--- src/rtl/mem_loader_pkg.sv ---
// Shared constants and types for the byte-stream memory loader.
// Optional feature macro: MEM_LOADER_CKSUM_EN (trailing XOR checksum byte per LOAD frame).
package mem_loader_pkg;

    localparam int unsigned ML_ADDR_W  = 11;
    localparam int unsigned WORD_BYTES = 4;

    localparam logic [7:0] CMD_LOAD_IMEM = 8'hA5;
    localparam logic [7:0] CMD_LOAD_DMEM = 8'hA6;
    localparam logic [7:0] CMD_RUN       = 8'h5A;

    typedef enum logic [2:0] {
        S_IDLE,
        S_ADDR0,
        S_ADDR1,
        S_CNT0,
        S_CNT1,
        S_DATA,
        S_CKSUM,
        S_ERROR
    } state_e;

    function automatic logic is_load_cmd(input logic [7:0] b);
        return (b == CMD_LOAD_IMEM) || (b == CMD_LOAD_DMEM);
    endfunction

endpackage

--- src/rtl/mem_loader_byte_to_word.sv ---
// Assembles little-endian bytes into 32-bit words; flags the byte that completes a word.
module mem_loader_byte_to_word
    import mem_loader_pkg::*;
(
    input  logic        clk,
    input  logic        reset,
    input  logic        clear,
    input  logic        in_valid,
    input  logic [7:0]  in_data,
    output logic        word_valid_c,
    output logic [31:0] word_c
);

    logic [1:0]  idx_q, idx_d;
    // Only the first three bytes need storing; the fourth is taken straight from in_data.
    logic [23:0] sr_q, sr_d;

    // Byte index and LSB-first shift register update.
    always_comb begin
        idx_d        = idx_q;
        sr_d         = sr_q;
        word_valid_c = in_valid && (idx_q == 2'(WORD_BYTES - 1));
        word_c       = {in_data, sr_q};
        if (clear) begin
            idx_d = 2'd0;
        end else if (in_valid) begin
            idx_d = idx_q + 2'd1;
            sr_d  = {in_data, sr_q[23:8]};
        end
    end

    // State registers.
    always_ff @(posedge clk) begin
        if (reset) begin
            idx_q <= 2'd0;
            sr_q  <= 24'd0;
        end else begin
            idx_q <= idx_d;
            sr_q  <= sr_d;
        end
    end

endmodule

--- src/rtl/mem_loader.sv ---
// Boot loader: parses LOAD/RUN frames from a byte stream and drives imem/dmem write ports.
// Optional feature macro: MEM_LOADER_CKSUM_EN (XOR checksum byte closes each non-empty LOAD frame).
module mem_loader
    import mem_loader_pkg::*;
#(
    parameter int unsigned ADDR_W = ML_ADDR_W
) (
    input  logic              clk,
    input  logic              reset,
    input  logic              rx_valid,
    input  logic [7:0]        rx_data,
    output logic              rx_ready,
    output logic              mem_we,
    output logic              mem_sel,
    output logic [ADDR_W-1:0] mem_addr,
    output logic [31:0]       mem_wdata,
    output logic              core_reset,
    output logic              busy,
    output logic              err
);

    state_e            state_q, state_d;
    logic              rx_ready_q, rx_ready_d;
    logic              mem_we_q, mem_we_d;
    logic              mem_sel_q, mem_sel_d;
    logic [ADDR_W-1:0] mem_addr_q, mem_addr_d;
    logic [31:0]       mem_wdata_q, mem_wdata_d;
    logic              core_reset_q, core_reset_d;
    logic              busy_q, busy_d;
    logic              err_q, err_d;
    logic [ADDR_W-1:0] addr_q, addr_d;
    logic [15:0]       cnt_q, cnt_d;
    logic [7:0]        lo_q, lo_d;
`ifdef MEM_LOADER_CKSUM_EN
    logic [7:0]        cksum_q, cksum_d;
`endif

    logic        accept;
    logic        b2w_clear;
    logic        b2w_valid;
    logic        word_valid_c;
    logic [31:0] word_c;

    assign accept    = rx_valid && rx_ready_q;
    assign b2w_valid = accept && (state_q == S_DATA);

    mem_loader_byte_to_word u_b2w (
        .clk          (clk),
        .reset        (reset),
        .clear        (b2w_clear),
        .in_valid     (b2w_valid),
        .in_data      (rx_data),
        .word_valid_c (word_valid_c),
        .word_c       (word_c)
    );

    // Frame parser: next state, field capture and registered outputs.
    always_comb begin
        state_d      = state_q;
        rx_ready_d   = rx_ready_q;
        mem_we_d     = 1'b0;
        mem_sel_d    = mem_sel_q;
        mem_addr_d   = mem_addr_q;
        mem_wdata_d  = mem_wdata_q;
        core_reset_d = core_reset_q;
        busy_d       = busy_q;
        err_d        = err_q;
        addr_d       = addr_q;
        cnt_d        = cnt_q;
        lo_d         = lo_q;
        b2w_clear    = 1'b0;
`ifdef MEM_LOADER_CKSUM_EN
        cksum_d      = cksum_q;
`endif

        unique case (state_q)
            S_IDLE: begin
                if (accept) begin
                    if (is_load_cmd(rx_data)) begin
                        mem_sel_d    = (rx_data == CMD_LOAD_DMEM);
                        core_reset_d = 1'b1;
                        busy_d       = 1'b1;
                        state_d      = S_ADDR0;
                    end else if (rx_data == CMD_RUN) begin
                        core_reset_d = 1'b0;
                    end else begin
                        state_d      = S_ERROR;
                        rx_ready_d   = 1'b0;
                        err_d        = 1'b1;
                        core_reset_d = 1'b1;
                        busy_d       = 1'b0;
                    end
                end
            end
            S_ADDR0: begin
                if (accept) begin
                    lo_d    = rx_data;
                    state_d = S_ADDR1;
                end
            end
            S_ADDR1: begin
                if (accept) begin
                    addr_d  = ADDR_W'({rx_data, lo_q});
                    state_d = S_CNT0;
                end
            end
            S_CNT0: begin
                if (accept) begin
                    lo_d    = rx_data;
                    state_d = S_CNT1;
                end
            end
            S_CNT1: begin
                if (accept) begin
                    if ({rx_data, lo_q} == 16'd0) begin
                        busy_d  = 1'b0;
                        state_d = S_IDLE;
                    end else begin
                        cnt_d     = {rx_data, lo_q};
                        b2w_clear = 1'b1;
                        state_d   = S_DATA;
`ifdef MEM_LOADER_CKSUM_EN
                        cksum_d   = 8'd0;
`endif
                    end
                end
            end
            S_DATA: begin
`ifdef MEM_LOADER_CKSUM_EN
                if (accept) begin
                    cksum_d = cksum_q ^ rx_data;
                end
`endif
                if (word_valid_c) begin
                    mem_we_d    = 1'b1;
                    mem_wdata_d = word_c;
                    mem_addr_d  = addr_q;
                    addr_d      = addr_q + ADDR_W'(1);
                    cnt_d       = cnt_q - 16'd1;
                    if (cnt_q == 16'd1) begin
`ifdef MEM_LOADER_CKSUM_EN
                        state_d = S_CKSUM;
`else
                        busy_d  = 1'b0;
                        state_d = S_IDLE;
`endif
                    end
                end
            end
`ifdef MEM_LOADER_CKSUM_EN
            S_CKSUM: begin
                if (accept) begin
                    busy_d = 1'b0;
                    if (rx_data == cksum_q) begin
                        state_d = S_IDLE;
                    end else begin
                        state_d      = S_ERROR;
                        rx_ready_d   = 1'b0;
                        err_d        = 1'b1;
                        core_reset_d = 1'b1;
                    end
                end
            end
`endif
            S_ERROR: begin
                rx_ready_d   = 1'b0;
                err_d        = 1'b1;
                core_reset_d = 1'b1;
                busy_d       = 1'b0;
            end
            default: begin
                state_d = S_IDLE;
            end
        endcase
    end

    // State and output registers.
    always_ff @(posedge clk) begin
        if (reset) begin
            state_q      <= S_IDLE;
            rx_ready_q   <= 1'b1;
            mem_we_q     <= 1'b0;
            mem_sel_q    <= 1'b0;
            mem_addr_q   <= '0;
            mem_wdata_q  <= 32'd0;
            core_reset_q <= 1'b1;
            busy_q       <= 1'b0;
            err_q        <= 1'b0;
            addr_q       <= '0;
            cnt_q        <= 16'd0;
            lo_q         <= 8'd0;
`ifdef MEM_LOADER_CKSUM_EN
            cksum_q      <= 8'd0;
`endif
        end else begin
            state_q      <= state_d;
            rx_ready_q   <= rx_ready_d;
            mem_we_q     <= mem_we_d;
            mem_sel_q    <= mem_sel_d;
            mem_addr_q   <= mem_addr_d;
            mem_wdata_q  <= mem_wdata_d;
            core_reset_q <= core_reset_d;
            busy_q       <= busy_d;
            err_q        <= err_d;
            addr_q       <= addr_d;
            cnt_q        <= cnt_d;
            lo_q         <= lo_d;
`ifdef MEM_LOADER_CKSUM_EN
            cksum_q      <= cksum_d;
`endif
        end
    end

    assign rx_ready   = rx_ready_q;
    assign mem_we     = mem_we_q;
    assign mem_sel    = mem_sel_q;
    assign mem_addr   = mem_addr_q;
    assign mem_wdata  = mem_wdata_q;
    assign core_reset = core_reset_q;
    assign busy       = busy_q;
    assign err        = err_q;

endmodule

--- config.mk ---
export PLATFORM = sky130hd
export DESIGN_NAME = mem_loader
export DESIGN_NICKNAME = d
export VERILOG_FILES = /design/src/rtl/mem_loader_pkg.sv /design/src/rtl/mem_loader_byte_to_word.sv /design/src/rtl/mem_loader.sv
export SDC_FILE = /design/constraint.sdc
export NUM_CORES = 1
export LEC_CHECK = 0
export BUFFER_PORTS_ARGS = -buffer_cell sky130_fd_sc_hd__buf_4
export CAP_MARGIN = 10
export CORE_MARGIN = 2
export CORE_UTILIZATION = 35
export CTS_CLUSTER_DIAMETER = 30
export DETAILED_ROUTE_END_ITERATION = 6
export PLACE_DENSITY = 0.62
export SLEW_MARGIN = 20
export SYNTH_ARGS = -nofsm -noshare
export SYNTH_HDL_FRONTEND = slang
export SYNTH_SLANG_ARGS = --single-unit
--- constraint.sdc ---
create_clock -name clk -period 2.91 [get_ports clk]
set_input_delay 0.1455 -clock clk [delete_from_list [all_inputs] [get_ports clk]]
set_output_delay 0.1455 -clock clk [all_outputs]
set_load 0.005 [all_outputs]
==> results.md <==
- Register area share after synthesis: 0.441
- Placeable Area: 0.0144 mm2
- Ant diodes: 0
- Slowest cell on crit path: dfxtp_1
- H-tree levels: 4
- Worst EP arrival: 2440 ps
- Fin cells: 901
- Synth-to-Final Area Change: 21.7%
- Placed Cells: 870
- Cell count after synthesis: 665
- CTS Root Cell: clkbuf_16
- Worst R2R End: addr_q[5]
- Crit-path cells: nand3b_1 > buf_4 > or3_1 > o21ai_0 > a211oi_1
- Synth unique cells: 63
- Layout cells sized above 1: 0.172
- Async S/R FF share, synth: 0
- Clock Skew: 6.06 ps
- Initial antenna violation count: 0
- Clock sink count: 113
- Grt ovf: 0
- RSZ-0062 raised after global routing: false
- Main flop type after synthesis: dfxtp_1
- Number of cells on the worst hold path: 3
- Top fanout value on the critical path: 38
- Total Power: 4.23 mW
- Nets: 720
- Die height: 125 um
- GPL Wtd Cong: 0.895
- Slowest cell delay on critical path: 690 ps
- Required time worst endpoint: 3170 ps
- Pwr dens: 679 mW/mm2
- HP Start: rx_data[3]
- Max_slew headroom: 0.437
- Worst r2r path cells: 5
- Final period util: 0.751
- Die extent in x: 125 um
- Max Slew Vio Count: 0
- Peak supply drop: 0.487 mV
- Resize count post-CTS: 0
- Post-route ant nets: 0
- Gr usage total: 0.181
- CP Capture Type: flop
- Minimum clock period: 2190 ps
- CTS buffer count: 17
- FP Rows: 44
- Critical Path Source Type: flop
- Die ar.: 0.0156 mm2
- Iteration-0 DRC count of the detailed router: 342
- Post-CTS Setup Inserts: 0
- Drt via density: 5.33
- Status: finished, final reports clean
- Setup slack, reg-to-reg: 720 ps
- Yosys warnings: 0
- Worst-path clk slew: 50 ps
- Final wirelength: 13800 um
- Psw: 1.12 mW
- Clock buffer depth: 2
- Finished Cell Area: 0.00624 mm2
- Logic pwr share: 0.117
- Post-synth EDFFs: 0
- Mapped Avg Cell Area: 7.71 um2
- Starting Density: 0.356
- First-pass detailed-route iteration total: 5
- DRC Markers: 0
- Setup Viol. Count Final: 0
- Vias in the first global route: 4617
- Reg2reg start: state_q[0]
- Worst Max-Slew Pin Slew: 842 ps
- Fin Hold WS: 30.9 ps
- Cts hold-fix bufs: 0
- Largest net degree at the start of global routing: 77
- Post-Synthesis Cell Area: 0.00513 mm2
- #FFs+latches synth: 113
- Crit Path Category: reg2reg
- Worst skew pair latency: 420 ps
- First-pass GRT wire length: 23100 um
- Clk pwr share: 0.486
- # IOs: 60
- Switching share of power: 0.264
- Port Buffer Count: 59
- Cell Area, Placed: 0.00565 mm2
- Max Cap Viol: 0
- Dpl hpwl: 9220 um
- Min-Delay Endpoint: u_b2w.sr_q[19]
- Worst Hold Class: in2reg
- TritonCTS clock tree: yes
- Pint: 3.12 mW
- Final Hold Fails: 0
- Wire length per cell: 15.3 um
- Syn Nets: 680
- Setup tns final: 0 ps
- Static leakage: 2.17 nW
- Part of the power in registers: 0.397
- Highest clock rate: 0.458 GHz
- Routed vias: 4806
[Yosys cell counts (5+ instances only)]
master,number,area [um2]
dfxtp_1,113,2260
nand3_1,15,75.1
nand2_1,207,777
a21oi_2,5,43.8
inv_1,9,33.8
buf_2,8,40.0
nor2_1,26,97.6
and4_1,5,43.8
o21ai_0,24,120
o21ai_2,6,52.6
and3_1,5,31.3
a21oi_1,110,551
nor3_1,10,50.1
a211oi_1,6,45.0
clkbuf_1,29,109
[metrics by stage]
step,utilization,setup slack [ps]
after floorplan,-,1270
after global placement,0.392,844
after detailed placement,0.392,789
after CTS,0.433,777
after global routing,0.433,509
final,0.433,725
[worst max path at each step]
stage          startpoint          to  slack [ps]
2_1_floorplan   cnt_q[10]  state_q[0]        1270
3_3_place_gp   state_q[0]   addr_q[5]         840
3_5_place_dp   state_q[0]    cnt_q[0]         790
4_1_cts        state_q[0]    cnt_q[0]         780
5_1_grt        state_q[0]    cnt_q[0]         510
6_report       state_q[0]   addr_q[5]         720
[power groups by stage]
stage	Clock (mW)	Sequential, mW	Combinational (mW)
after detailed placement	0	1.71	0.488
after floorplan	0	1.67	0.403
final	2.06	1.68	0.496
after global routing	2.15	1.69	0.551
after global placement	0	1.71	0.476
after CTS	2.08	1.68	0.493
[routing by layer]
layer  wire [um]  vias up  track usage
met3         731       20       0.0449
met5           0        -            0
li1            -     2381            -
met2        6490      136        0.287
met1        6370     2269        0.238
met4         236        0       0.0673
[area by class of cell]
class / instances / area (um2)
inverter: 9 / 33.8
clock inverter: 8 / 104
multi-input combinational: 498 / 2630
fill: 1499 / 8180
timing repair buffer: 66 / 495
clock buffer: 23 / 488
tap: 184 / 230
sequential: 113 / 2260
[critical path: cells and delay by family, from the launching register on]
kind	cells	cell delay [ps]
AOI/OAI and AO/OA	2	190
DFF	1	690
buffers and inverters	1	360
and+or+nand+nor	2	770
[cell families after synthesis]
group	Yosys count	share of synthesized area
XOR/XNOR	1	0.00171
adder cells (fa/ha/maj)	4	0.00976
buffers and inverters	54	0.0481
flip-flops	113	0.441
AO/OA/AOI/OAI	194	0.234
AND/OR/NAND/NOR	297	0.262
multiplexers	2	0.00390
[cell usage in the layout (no fill, tap or decap), drive strengths merged, types with 3 or more instances in the layout]
cell / count
dfxtp: 113
clkbuf: 23
and3: 5
nand2: 207
nand2b: 3
a311oi: 4
a211oi: 8
nand3: 15
ha: 4
nor4: 5
o21ai: 33
nor2: 27
a31oi: 4
or3: 3
o21a: 3
nand4: 3
inv: 9
and2: 4
and4: 5
a21oi: 116
nor3: 11
and3b: 3
o31ai: 4
a21o: 3
buf: 66
clkinvlp: 4
[flip-flops by register name, summed over array words and instances (netlist names)]
name	cells
mem_sel	1
u_b2w.idx_q	2
state_q	3
rx_ready	1
lo_q	8
addr_q	11
u_b2w.sr_q	24
busy	1
cnt_q	16
core_reset	1
err	1
mem_we	1
mem_addr	11
mem_wdata	32
(Power assumes the default switching activity.)
